### config.mk
export PLATFORM = sky130hd
export DESIGN_NAME = regbus_arbiter
export DESIGN_NICKNAME = d
export VERILOG_FILES = /design/src/rtl/regbus_arbiter.sv
export SDC_FILE = /design/constraint.sdc
export NUM_CORES = 1
export LEC_CHECK = 0
export CAP_MARGIN = 40
export CORE_AREA = 8 8 153 155
export DETAILED_ROUTE_END_ITERATION = 12
export DIE_AREA = 0 0 161 163
export PLACE_DENSITY = 0.85
export SLEW_MARGIN = 20
export SYNTH_ARGS = -nofsm -noshare
export SYNTH_HDL_FRONTEND = slang
export SYNTH_SLANG_ARGS = --single-unit
### constraint.sdc
create_clock -name clk -period 2.8 [get_ports clk]
set_clock_uncertainty 0.1 [all_clocks]
set_input_delay 0.42 -clock clk [delete_from_list [all_inputs] [get_ports clk]]
set_output_delay 0.42 -clock clk [all_outputs]
set_load 0.03 [all_outputs]
### src/rtl/regbus_arbiter.sv
// -----------------------------------------------------------------------------
// regbus_arbiter
//
// Shares one 28-bit-address / 32-bit-data register bus between two masters:
//   A: word-stream requester (mmreq/mmresp pairs). It sends a header word
//      {wr, 3'bx, addr[27:0]} followed by a data word. It receives a status word
//      {wr, timeout, 2'b00, addr[27:0]} followed by a data word.
//   B: strobe/ack requester (UDP control path). It holds en high until it
//      receives a one-cycle ack pulse.
// Grants alternate round-robin when both requesters are pending; a lone
// requester is always granted. Every output is registered.
//
// Optional feature macro: ARB_TIMEOUT_EN
//   defined   -> the bus strobe is abandoned after TIMEOUT cycles without ack.
//                The requester gets 32'hDEADBEEF, and err_count_o counts these
//                events, saturating at its maximum.
//   undefined -> BUS waits for ack_i forever and err_count_o is tied to zero.
//
// Ports:
//   clk, aresetn        single clock, asynchronous active-low reset
//   a_req_*             A request word stream (valid/ready)
//   a_resp_*            A response word stream (valid/ready)
//   b_en_i/b_wr_i/b_adr_i/b_dat_i -> b_ack_o/b_dat_o   B strobe/ack port
//   en_o/wr_o/adr_o/dat_o <- ack_i/dat_i   shared register bus
//   err_count_o         saturating timeout counter
// -----------------------------------------------------------------------------
module regbus_arbiter #(
    parameter int ADDR_BITS = 28,
    parameter int TIMEOUT   = 64
) (
    input  logic                 clk,
    input  logic                 aresetn,
    input  logic [31:0]          a_req_data,
    input  logic                 a_req_valid,
    output logic                 a_req_ready,
    output logic [31:0]          a_resp_data,
    output logic                 a_resp_valid,
    input  logic                 a_resp_ready,
    input  logic                 b_en_i,
    input  logic                 b_wr_i,
    input  logic [ADDR_BITS-1:0] b_adr_i,
    input  logic [31:0]          b_dat_i,
    output logic                 b_ack_o,
    output logic [31:0]          b_dat_o,
    output logic                 en_o,
    output logic                 wr_o,
    output logic [ADDR_BITS-1:0] adr_o,
    output logic [31:0]          dat_o,
    input  logic                 ack_i,
    input  logic [31:0]          dat_i,
    output logic [15:0]          err_count_o
);

    localparam logic [31:0] DEAD_WORD = 32'hDEAD_BEEF;

    typedef enum logic [2:0] {
        S_IDLE,
        S_BUS,
        S_A_RESP0,
        S_A_RESP1,
        S_B_ACK,
        S_B_REL
    } state_t;

    typedef enum logic {
        GNT_A,
        GNT_B
    } grant_t;

    state_t      state;
    grant_t      last_grant;
    grant_t      owner;

    // A staging register: word count (0, 1 or 2), header fields and data word.
    logic [1:0]  a_cnt;
    logic        a_hdr_wr;
    logic [27:0] a_hdr_adr;
    logic [31:0] a_wdata;
    // Second response word, prepared when the bus transaction ends.
    logic [31:0] a_resp_next;

    logic        a_accept;
    logic        a_full;
    logic [31:0] a_wdata_now;
    logic        to_hit;

    assign a_accept = a_req_valid & a_req_ready;

    // A pair is treated as complete in the same cycle its second word is
    // accepted. This lets the grant happen one cycle earlier.
    assign a_full      = (a_cnt == 2'd2) || ((a_cnt == 2'd1) && a_accept);
    assign a_wdata_now = ((a_cnt == 2'd1) && a_accept) ? a_req_data : a_wdata;

    // Header bits 30:28 carry no meaning.
    logic unused_hdr_bits;
    assign unused_hdr_bits = ^a_req_data[30:28];

`ifdef ARB_TIMEOUT_EN
    logic [15:0] to_cnt;
    logic [15:0] err_count;

    // The timeout fires in the TIMEOUT-th BUS cycle. This holds en_o high
    // for exactly TIMEOUT cycles. An ack in that same cycle takes priority.
    assign to_hit = (state == S_BUS) && !ack_i && (to_cnt == 16'(TIMEOUT - 1));

    always_ff @(posedge clk or negedge aresetn) begin
        if (!aresetn) begin
            to_cnt    <= '0;
            err_count <= '0;
        end else begin
            if ((state != S_BUS) || ack_i || to_hit) begin
                to_cnt <= '0;
            end else begin
                to_cnt <= to_cnt + 16'd1;
            end
            if (to_hit && (err_count != 16'hFFFF)) begin
                err_count <= err_count + 16'd1;
            end
        end
    end

    assign err_count_o = err_count;
`else
    localparam int unused_timeout = TIMEOUT;

    assign to_hit      = 1'b0;
    assign err_count_o = 16'h0000;
`endif

    always_ff @(posedge clk or negedge aresetn) begin
        if (!aresetn) begin
            state        <= S_IDLE;
            last_grant   <= GNT_B;
            owner        <= GNT_A;
            a_cnt        <= '0;
            a_hdr_wr     <= 1'b0;
            a_hdr_adr    <= '0;
            a_wdata      <= '0;
            a_resp_next  <= '0;
            a_req_ready  <= 1'b0;
            a_resp_valid <= 1'b0;
            a_resp_data  <= '0;
            b_ack_o      <= 1'b0;
            b_dat_o      <= '0;
            en_o         <= 1'b0;
            wr_o         <= 1'b0;
            adr_o        <= '0;
            dat_o        <= '0;
        end else begin
            // NOTE: state is written with <= throughout, so every branch reads
            // the values from before this edge regardless of statement order.
            b_ack_o <= 1'b0;

            // A staging. Ready is dropped as soon as the second word is
            // taken, and it returns only after the response has been sent.
            if (a_accept) begin
                a_cnt       <= a_cnt + 2'd1;
                a_req_ready <= (a_cnt == 2'd0);
                if (a_cnt == 2'd0) begin
                    a_hdr_wr  <= a_req_data[31];
                    a_hdr_adr <= a_req_data[27:0];
                end else begin
                    a_wdata <= a_req_data;
                end
            end else if (a_cnt != 2'd2) begin
                a_req_ready <= 1'b1;
            end

            unique case (state)
                S_IDLE: begin
                    if (a_full && (!b_en_i || (last_grant == GNT_B))) begin
                        owner      <= GNT_A;
                        last_grant <= GNT_A;
                        en_o       <= 1'b1;
                        wr_o       <= a_hdr_wr;
                        adr_o      <= a_hdr_adr[ADDR_BITS-1:0];
                        dat_o      <= a_wdata_now;
                        state      <= S_BUS;
                    end else if (b_en_i) begin
                        owner      <= GNT_B;
                        last_grant <= GNT_B;
                        en_o       <= 1'b1;
                        wr_o       <= b_wr_i;
                        adr_o      <= b_adr_i;
                        dat_o      <= b_dat_i;
                        state      <= S_BUS;
                    end
                end

                S_BUS: begin
                    if (ack_i || to_hit) begin
                        en_o <= 1'b0;
                        if (owner == GNT_A) begin
                            a_resp_valid <= 1'b1;
                            a_resp_data  <= {a_hdr_wr, to_hit, 2'b00, a_hdr_adr};
                            if (to_hit) begin
                                a_resp_next <= DEAD_WORD;
                            end else if (a_hdr_wr) begin
                                a_resp_next <= a_wdata;
                            end else begin
                                a_resp_next <= dat_i;
                            end
                            state <= S_A_RESP0;
                        end else begin
                            b_ack_o <= 1'b1;
                            b_dat_o <= to_hit ? DEAD_WORD : dat_i;
                            state   <= S_B_ACK;
                        end
                    end
                end

                S_A_RESP0: begin
                    if (a_resp_ready) begin
                        a_resp_data <= a_resp_next;
                        state       <= S_A_RESP1;
                    end
                end

                S_A_RESP1: begin
                    if (a_resp_ready) begin
                        a_resp_valid <= 1'b0;
                        a_cnt        <= '0;
                        a_req_ready  <= 1'b1;
                        state        <= S_IDLE;
                    end
                end

                S_B_ACK: begin
                    state <= S_B_REL;
                end

                // B still shows its old b_en_i here. Skip one cycle so that
                // request is not taken as a new one.
                S_B_REL: begin
                    state <= S_IDLE;
                end

                default: begin
                    state <= S_IDLE;
                end
            endcase
        end
    end

endmodule

== Word level (Yosys, flattened, before mapping) ==
Cells that the tools add are included.

* Add/subtract/negate cells: 1
* Muxes and demuxes: 38
* Equality and inequality tests: 12
* Shift-type cells: 0
* $mul: 0
* Reductions and logical operators: 20
* Bitwise logic cells: 3
* Div/mod/pow operators: 0
* $lt $le $gt $ge: 0

{| class="wikitable"
|+ Operator list
! kind !! number
|-
| $mux 32 || 7
|-
| $pmux 32 s2 || 1
|-
| $mux 28 || 2
|-
| $mux 3 || 6
|-
| $mux 1 || 16
|-
| $pmux 3 s5 || 1
|-
| $reduce_and 4->1 || 3
|-
| $ne 2x2->1 const B || 5
|-
| $reduce_and 3->1 || 3
|-
| $reduce_bool 2->1 || 4
|-
| $eq 3x2->1 const B || 2
|-
| $mux 2 || 3
|-
| $reduce_and 2->1 || 3
|-
| $pmux 1 s2 || 2
|-
| $eq 3x1->1 const B || 1
|-
| $eq 3x3->1 const B || 1
|-
| $logic_not 3->1 || 1
|-
| $ne 3x3->1 const B || 1
|-
| $add 2x1->2 const B || 1
|-
| $eq 2x1->1 const B || 1
|-
| $eq 2x2->1 const B || 1
|-
| $logic_and 1x1->1 || 2
|-
| $logic_not 2->1 || 1
|-
| $logic_or 1x1->1 || 2
|-
| 3 further kinds || 4
|}

* Input bits: 131
* Memory bits (writable): 0
* Logic and storage cells: 91
* Flip-flop bits (word level): 229
* Latch bits: 0
* Bits in read-only memories: 0
* Memories kept: 0
* Output and inout bits: 145

== Longest topological paths before layout ==
Gate-level depths: netlist of run 1.

* Depth after elaboration: 6
* Mapped depth: 8
* Gate-level depth less buffers: 5

== Worst setup path before layout of run 1 ==
No wires, ideal clock.

* Kind: register to register
* Start: reg a_req_ready
* End: reg a_wdata[23]
* Arrival time: 1.574 ns
* Path buffers: 3
* Required time: 2.573 ns
* Cell stages (with the launch flop): 7
* Clock period less this slack: 1.801 ns
* Setup slack: 0.999 ns
* Setup time: 0.127 ns
* Path through: dfrtp_1 > buf_4 > nand2_1 > or2_1 > buf_2 > buf_6 > mux2_1

* Word-level cells in the longest chain between the ends: 2

{| class="wikitable"
|+ RTL lines
! element !! RTL line !! source
|-
| start: declaration || 35 || <nowiki>output logic a_req_ready,</nowiki>
|-
| start signal: assignment || 158 || <nowiki>a_req_ready <= (a_cnt == 2'd0);</nowiki>
|-
| $and 1x1->1 || 87 || <nowiki>assign a_accept = a_req_valid & a_req_ready;</nowiki>
|-
| $reduce_and 2->1 (no source line) || n/a ||
|-
| end signal: assignment || 163 || <nowiki>a_wdata <= a_req_data;</nowiki>
|-
| end: declaration || 78 || <nowiki>logic [31:0] a_wdata;</nowiki>
|}

No other way between the ends.
A chain may end at the register's enable or synchronous reset.

== Worst setup path after layout of run 1 ==
* Start: reg a_req_ready
* End: out a_req_ready

No word-level cell between the ends.

==> metrics list, run 1 <==
* Via/cell ratio: 6.11
- Req. time, crit path: between 2000 and 2500 ps
* Synthesized area: ~11000 um^2
- Worst reg-to-reg setup slack: 360 ps
* Total count of hold-check failures in the final report: 0
* # rows: between 50 and 60
- The detailed router placed 8662 vias in this run.
- Fraction of registers with async set/reset: 100%
* Number of antenna violations at the first check in global routing: 1
* Chip Height: 163 um
- Number of optimization iterations in the first detailed-route pass: 5
* CP bufs+invs: 1
* Number of nets with antenna violations after detailed routing: 0
- Counting along the longest clock path gives a buffer depth of 3.
- Max-slew violation count: 0
* Clock tree from TritonCTS: done
- For this configuration, the core starts out at a cell density of around 53%.
- In this run the tool buffered the top-level ports with around 260 buffer cells.
- Cells taking the most area after synthesis: sky130_fd_sc_hd__dfrtp_1 (51%), sky130_fd_sc_hd__mux2_2 (20%), sky130_fd_sc_hd__a21oi_1 (3.1%), sky130_fd_sc_hd__o41ai_2 (2.9%), sky130_fd_sc_hd__nor4b_1 (2.5%)
* Most instantiated flip-flop cell in the synthesis netlist: sky130_fd_sc_hd__dfrtp_1
- Buffers inserted to repair hold after CTS numbered 1.
- Slew headroom: 42.5%
- STA classifies the critical path endpoint as an output pin.
- Run status: complete, no violations
- Number of primary I/O pins: 276
* Main combinational cell family by area after synthesis: multiplexers
- Layout cells sized above 1: 27.9%
- Of all nets on the critical path, the largest fanout is 11.
* Seq/Total Area, Yosys: 51.7%
* Crit path time final: 2470 ps
- Area fraction of the dominant cell type after synthesis: about 50%
- XOR/XNOR share of the synthesized area: less than 1%
* Critical Path, Cell by Cell: clkdlybuf4s50_1
* Floorplan die area: 26200 um^2
* Multiplexer share of the synthesized area: between 20 and 25%
* Startpoint type of the worst setup path: flop
- The worst path uses 88.1% of the clock period.
- Crit path kind: flop to output pin
- In this run, the combinational gates consume 51.9% of the power.
* IR drop worst, VDD: 0.683 mV
- Yosys Warn Count: 0
- Setup TNS: 0 ps
- Compared with the post-synthesis result, the final layout area differs by 32.3%.
- In this run switching power makes up slightly above 40% of total power.
- For this block, the initial DRC count from the detailed router was approximately 620.
- Pin count of the biggest net entering global routing: 81
* Setup repair after global routing missed its margin: no
* Global-route wire length before repair: 53700 um
* Resize count post-CTS: 0
- The library cell used most frequently in the layout, excluding fill and tap cells, is sky130_fd_sc_hd__clkdlybuf4s50_1.
- Routability-driven placement finished with a final weighted congestion of 0.838.
* Cell type contributing the most total cell area after synthesis: sky130_fd_sc_hd__dfrtp_1
- Final Setup Violations: 0
* Complex-gate fraction of the synthesized area: between 10% and 20%
* Remaining routing DRC violations: 0
* Synthesized netlist cell count: roughly 890
- The analysis attributes to cell leakage a power of 5.93 nW.
* Tightest Pin Transition: 860 ps
- The final layout contains 1262 nets.
- Tightest Hold Check Type: primary input to flop
- DR WL/cell: 24.6 um
* Critical path arrival: 1950 ps
- Via count of the first global-routing pass: 9338
- Arithmetic-cell share of the synthesized area counting full adders, half adders and majority gates: less than 1%
- In this run, synthesis inferred 0 flip-flops with an integrated enable.
* Area of the placeable core: 20800 um^2
* Post-CTS repair timing setup buffer count: 0
- Highest Clock Rate: 405 MHz
* Register share of total power: 32.1%
- Detailed placement ended at an HPWL of between 20000 and 25000 um.
- Delay of the slowest cell on the worst path: about 810 ps
- Cell family with most CP delay: buffers and inverters
- Count of unique library cells instantiated by Yosys: 48
- Worst hold margin: 383 ps
* Clock root buffer: sky130_fd_sc_hd__clkbuf_16
- After global routing the overflow that remains totals 0.
* Later-pin clock latency in the skew report: 520 ps
* Syn Area/Cell: 12.5 um^2
- The clock network accounts for 16.0% of the total power.
* Leading cell types in the layout, fill and taps excluded: sky130_fd_sc_hd__clkdlybuf4s50_1 (258), sky130_fd_sc_hd__dfrtp_1 (227), sky130_fd_sc_hd__mux2_2 (199)
* Total Routed Length: 34800 um
- In this run, synthesis produced a sequential element count of about 230.
* # clock sinks: around 230
* Count of max-cap constraint violations: 0
- Die outline width: 161 um
- Buffers inserted during clock tree synthesis total 24.
- In this run the power density over the cells is around 1300 nW/um^2.
- Area fraction in and, or, nand and nor cells after synthesis: 7.30%
- CTS built an H-tree with a depth of 1.
* CTS clk-pin slew, worst paths: 60 ps
- Total global routing track utilization: about a quarter
- Summed over all nets, the switching power comes to 7.95 mW.
- Among all stages on the critical path, the largest delay is contributed by sky130_fd_sc_hd__clkdlybuf4s50_1.
- The internal power of the cells totals 11.3 mW.
==> through the flow <==
| step | util [%] | worst slack (ps) | cell area (um^2) | power (mW) | std cells |
|---|---|---|---|---|---|
| finish | 70.4 | 334 | 14700 | 19.3 | 1417 |
| global route | 70.4 | 265 | 14700 | 20.2 | 1417 |
| CTS | 70.4 | 322 | 14700 | 19.3 | 1416 |
| detailed placement | 66.8 | 268 | 13900 | 16.2 | 1376 |
| global placement | 66.7 | 402 | 13900 | 15.8 | 1375 |
| floorplan | - | 999 | 11100 | 12.3 | 903 |
==> final timing paths <==
check / from / end / cells after the start
setup / recovery: a_req_ready$_DFF_PN0_ / a_req_ready / 1
hold / removal: b_adr_i[6] / adr_o[6]$_DFFE_PN0P_ / 3
setup reg to reg: a_cnt[0]$_DFF_PN0_ / dat_o[19]$_DFFE_PN0P_ / 6
hold reg to reg: a_resp_next[20]$_DFFE_PN0P_ / a_resp_next[20]$_DFFE_PN0P_ / 1
max in group asynchronous: aresetn / b_dat_o[20]$_DFFE_PN0P_ / 3
min in group asynchronous: aresetn / b_dat_o[6]$_DFFE_PN0P_ / 2
==> logic make-up (layout without fill, tap and decap cells) <==
logic type | Yosys count | after routing
adders and majority gates | 3 | 3
DFF | 229 | 229
muxes | 219 | 219
buffers and inverters | 110 | 348
other | 1 | 17
AOI/OAI and AO/OA | 202 | 202
xor gates and xnor gates | 1 | 1
and+or+nand+nor | 123 | 123
==> layer usage <==
metal / GRT usage (%) / vias to the layer above / routed length, um
met2: 43.3 / 471 / 16900
met4: 13.0 / 0 / 1660
met1: 31.3 / 4324 / 13500
li1: - / 3752 / -
met5: 0 / - / 0
met3: 5.71 / 115 / 2770
==> cell type report <==
type	instances	area, um^2
inverter	8	30.0
sequential	229	5730
fill	1485	6150
multi-input combinational	564	4810
clock inverter	1	5.00
clock buffer	38	744
tap	275	344
timing repair buffer	301	3000
antenna	1	2.50
==> synth_stat cells (all sizes together) (4+ instances only) <==
cell and n:
nor2 5, clkbuf 37, nor3 33, o41ai 32, mux2 215, buf 65
nand2 6, dfrtp 228, o21ai 61, mux2i 4, nand3 32, inv 8
nor4b 32, a21oi 70, a31oi 30
==> power groups by stage <==
stage | registers, mW | logic, mW | clock network, mW
2_1_floorplan | 7.66 | 4.68 | 0
3_3_place_gp | 6.18 | 9.60 | 0
3_5_place_dp | 6.19 | 9.97 | 0
4_1_cts | 6.17 | 10.0 | 3.10
5_1_grt | 6.38 | 10.6 | 3.24
6_report | 6.19 | 10.0 | 3.08
==> registers in the layout, indices dropped and copies added (netlist names) <==
signal and flops:
a_hdr_wr 1, a_req_ready 1, a_cnt 2, a_resp_next 32, dat_o 32, a_resp_valid 1, a_hdr_adr 28, en_o 1
b_ack_o 1, adr_o 28, a_resp_data 32, b_dat_o 32, owner 1, wr_o 1, a_wdata 32, last_grant 1
state 3
==> worst reg2reg max path: cells and delay by family (launching register included) <==
family / cells / cell delay (ps)
simple gates: 1 / 90
flops: 1 / 400
fa+ha+maj: 1 / 500
buf+inv: 2 / 380
compound gates: 2 / 860
No activity file was read; power rests on OpenSTA's default activity.
==> run 2: changes to the inputs <==
--- a/config.mk
+++ b/config.mk
@@ -6,10 +6,12 @@
 export NUM_CORES = 1
 export LEC_CHECK = 0
 export CAP_MARGIN = 40
-export CORE_AREA = 8 8 153 155
+export CELL_PAD_IN_SITES_DETAIL_PLACEMENT = 0
+export CELL_PAD_IN_SITES_GLOBAL_PLACEMENT = 1
+export CORE_AREA = 8 8 172 174
 export DETAILED_ROUTE_END_ITERATION = 12
-export DIE_AREA = 0 0 161 163
-export PLACE_DENSITY = 0.85
+export DIE_AREA = 0 0 180 182
+export PLACE_DENSITY_LB_ADDON = 0.1
 export SLEW_MARGIN = 20
 export SYNTH_ARGS = -nofsm -noshare
 export SYNTH_HDL_FRONTEND = slang
==> metrics list, run 2 (same netlist as run 1, synthesis figures left out) <==
* Total count of hold-check failures in the final report: 0 (unchanged)
- Remaining routing DRC violations: 0 (unchanged)
- The fraction of power spent switching nets came to 40.6% (-0.59 points).
* CTS clk-pin slew, worst paths: 60 ps (about the same)
- The largest net degree at the start of global routing is 64 (-21%).
- The leakage power total is 5.97 nW (+0.75%).
* # rows: 60 (+13%)
* Portion of the clock cycle consumed by the worst path in the final layout: 89.1% (+1.0 points)
- The half-perimeter wire length after placement was 24600 um (+1.3%).
- Total Routed Length: 36000 um (+3.3%)
- The longest individual stage delay on the worst path came to 820 ps (about the same).
* Setup TNS: 0 ps (unchanged)
- Sum of overflow across all layers after global routing: 0 (unchanged)
* Number of nets with antenna violations after detailed routing: 0 (unchanged)
- Syn-to-layout area delta: 34.1%
* Resize count post-CTS: 0 (unchanged)
- On the critical path, the stage with the largest delay is an instance of sky130_fd_sc_hd__clkdlybuf4s50_1.
- The maximum clock frequency came to 401 MHz (-1.1%).
- The tightest min-delay check is of the primary input to async pin type.
- Inserted Diodes: 0 (-1)
- The final critical delay including setup and external delays was 2490 ps (+28.0 ps).
- The placeable core region was 26700 um^2 (+28%).
- Clock network fraction of total power: 17.4% (+1.4 points)
- The number of buffer and inverter instances along the worst setup path is 1 (unchanged).
- Register share of total power: 31.6% (-0.5 points)
* Setup repair after global routing missed its margin: no
- P_sw: 7.95 mW (about the same)
- Number of nets in the layout: 1261 (-0.079%)
- GPL Wtd Cong: 0.777 (-7.3%)
* Layout cells sized above 1: 27.9% (about the same)
- DR WL/cell: 24.2 um (-1.5%)
- The area enclosed by the die boundary came to 32800 um^2 (+25%).
- CTS H-tree lvls: 1 (unchanged)
* Number of primary I/O pins: 276 (unchanged)
* Post-CTS repair timing setup buffer count: 0 (unchanged)
* Cell family with most CP delay: buffers and inverters
- Tightest Pin Transition: 519 ps (-340 ps)
- Combinational power share: 51.0% (-0.9 points)
- Critical Path, Cell by Cell: clkdlybuf4s50_1
* Chip Height: 182 um (+12%)
- The flow ran to the end, and the final reports show no timing, DRC or antenna violations.
- The internal power contribution was 11.6 mW (+2.5%).
- The number of violations reported at the end of detailed-routing iteration 0 is 421 (-32%).
- Crit path kind: flop to output pin
- Worst hold margin: 325 ps (-58.0 ps)
- Total global routing track utilization: 21.6% (-4.4 points)
- The worst setup path is launched from a flop.
* Number of buffers inserted during clock tree synthesis: 27 (+13%)
- The first-pass GRT wire length is 55900 um (+4.1%).
- The quantity of hold-fixing buffers added after cts was 1 (unchanged).
* Vias: 8334 (-3.8%)
* Count of max-cap constraint violations: 0 (unchanged)
- The max-slew violation count is 0 (unchanged).
- Die outline width: 180 um (+12%)
- The via density per instance was 5.61 (-8.3%).
- Maximum buffer depth of the clock tree: 3 (unchanged)
- The library cells used most frequently in the layout, excluding fill and tap cells, are sky130_fd_sc_hd__clkdlybuf4s50_1 (258), sky130_fd_sc_hd__dfrtp_1 (227), sky130_fd_sc_hd__mux2_2 (199).
- The library cell used most frequently in the layout, excluding fill and tap cells, is sky130_fd_sc_hd__clkdlybuf4s50_1.
* Number of optimization iterations in the first detailed-route pass: 5 (unchanged)
- Slew headroom: 65.4% (+23 points)
- Number of antenna violations at the first check in global routing: 0 (-1)
* Area of all placed cells without fillers: 14900 um^2 (+1.3%)
- The signal arrival time at the worst endpoint was 1970 ps (+20 ps).
- Final Setup Violations: 0 (unchanged)
- The data required time of the critical path is 2280 ps (about the same).
- Clock tree from TritonCTS: done
- Nature of the critical path endpoint: output pin
- Later-pin clock latency in the skew report: 520 ps (about the same)
* Initial cell density of the core: 41.6% (-12 points)
* Via count of the first global-routing pass: 9010 (-3.5%)
* Power Density: 1320 nW/um^2 (+0.12%)
- Fill cells: 2292 (+54%)
- Quantity of I/O buffers inserted on ports: 259 (unchanged)
- # clock sinks: 229 (unchanged)
* Post-layout util: 55.8% (-15 points)
* Clock root buffer: sky130_fd_sc_hd__clkbuf_16
* IR drop worst, VDD: 0.618 mV (-9.6%)
- The cell area reported after detailed placement is 14000 um^2 (+0.70%).
- Worst-path fanout max: 11 (unchanged)
-- run 2: cell count changes in the layout (fill, tap and decap cells not counted), moves of 2 or more --
| cell | delta |
|---|---|
| sky130_fd_sc_hd__buf_12 | +2 |
| sky130_fd_sc_hd__buf_4 | -7 |
| sky130_fd_sc_hd__clkbuf_1 | +3 |
| sky130_fd_sc_hd__clkbuf_16 | +2 |
| sky130_fd_sc_hd__clkinv_2 | +2 |
-- run 2: per-stage QoR --
step	setup slack [ps]	std cells	power, mW
global placement	365	1436	16.0
detailed placement	317	1438	16.3
CTS	298	1486	19.8
global route	249	1486	20.6
floorplan	999	903	12.3
finish	306	1486	19.6
-- run 2: worst reg2reg max path: cells and delay by family (launching register included) --
kind	cells	cell delay, ps
mux	2	690
flops	1	610
buf+inv	1	430
simple gates	1	270
-- run 2: power groups by stage --
stage               logic [mW]  clock network (mW)  registers (mW)
global route              10.6                3.62            6.41
finish                    9.98                3.41            6.18
floorplan                 4.68                   0            7.66
CTS                       10.1                3.48            6.18
detailed placement        10.1                   0            6.21
global placement          9.79                   0            6.25
-- run 2: final timing paths --
check / start / endpoint / slack [ps] / cells past startpoint
worst max register to register: state[1]$_DFFE_PN0P_ / a_resp_data[31]$_DFFE_PN0P_ / 570 / 4
worst min register to register: a_resp_next[20]$_DFFE_PN0P_ / a_resp_next[20]$_DFFE_PN0P_ / 380 / 1
worst max-delay path: a_req_ready$_DFF_PN0_ / a_req_ready / 310 / 1
min in group clk: b_adr_i[12] / adr_o[12]$_DFFE_PN0P_ / 370 / 3
worst min-delay path: aresetn / b_dat_o[9]$_DFFE_PN0P_ / 330 / 2
max in group asynchronous: aresetn / a_hdr_adr[25]$_DFFE_PN0P_ / 1410 / 3
-- run 2: layer usage --
metal / GRT usage [%] / wire, um / vias up
li1: - / - / 3755
met1: 28.3 / 16100 / 4261
met2: 35.6 / 16900 / 265
met3: 4.97 / 2120 / 53
met4: 5.50 / 811 / 0
met5: 0 / 0 / -
-- run 2: area by class of cell --
cell class,instances,area [um^2],share of cell area [%]
Clock buffer,43,806,5.42
Tap cell,341,427,2.87
Timing Repair Buffer,297,3020,20.3
Inverter,8,30.0,0.202
Clock inverter,4,45.0,0.303
Multi-Input combinational cell,564,4810,32.3
Sequential cell,229,5730,38.6
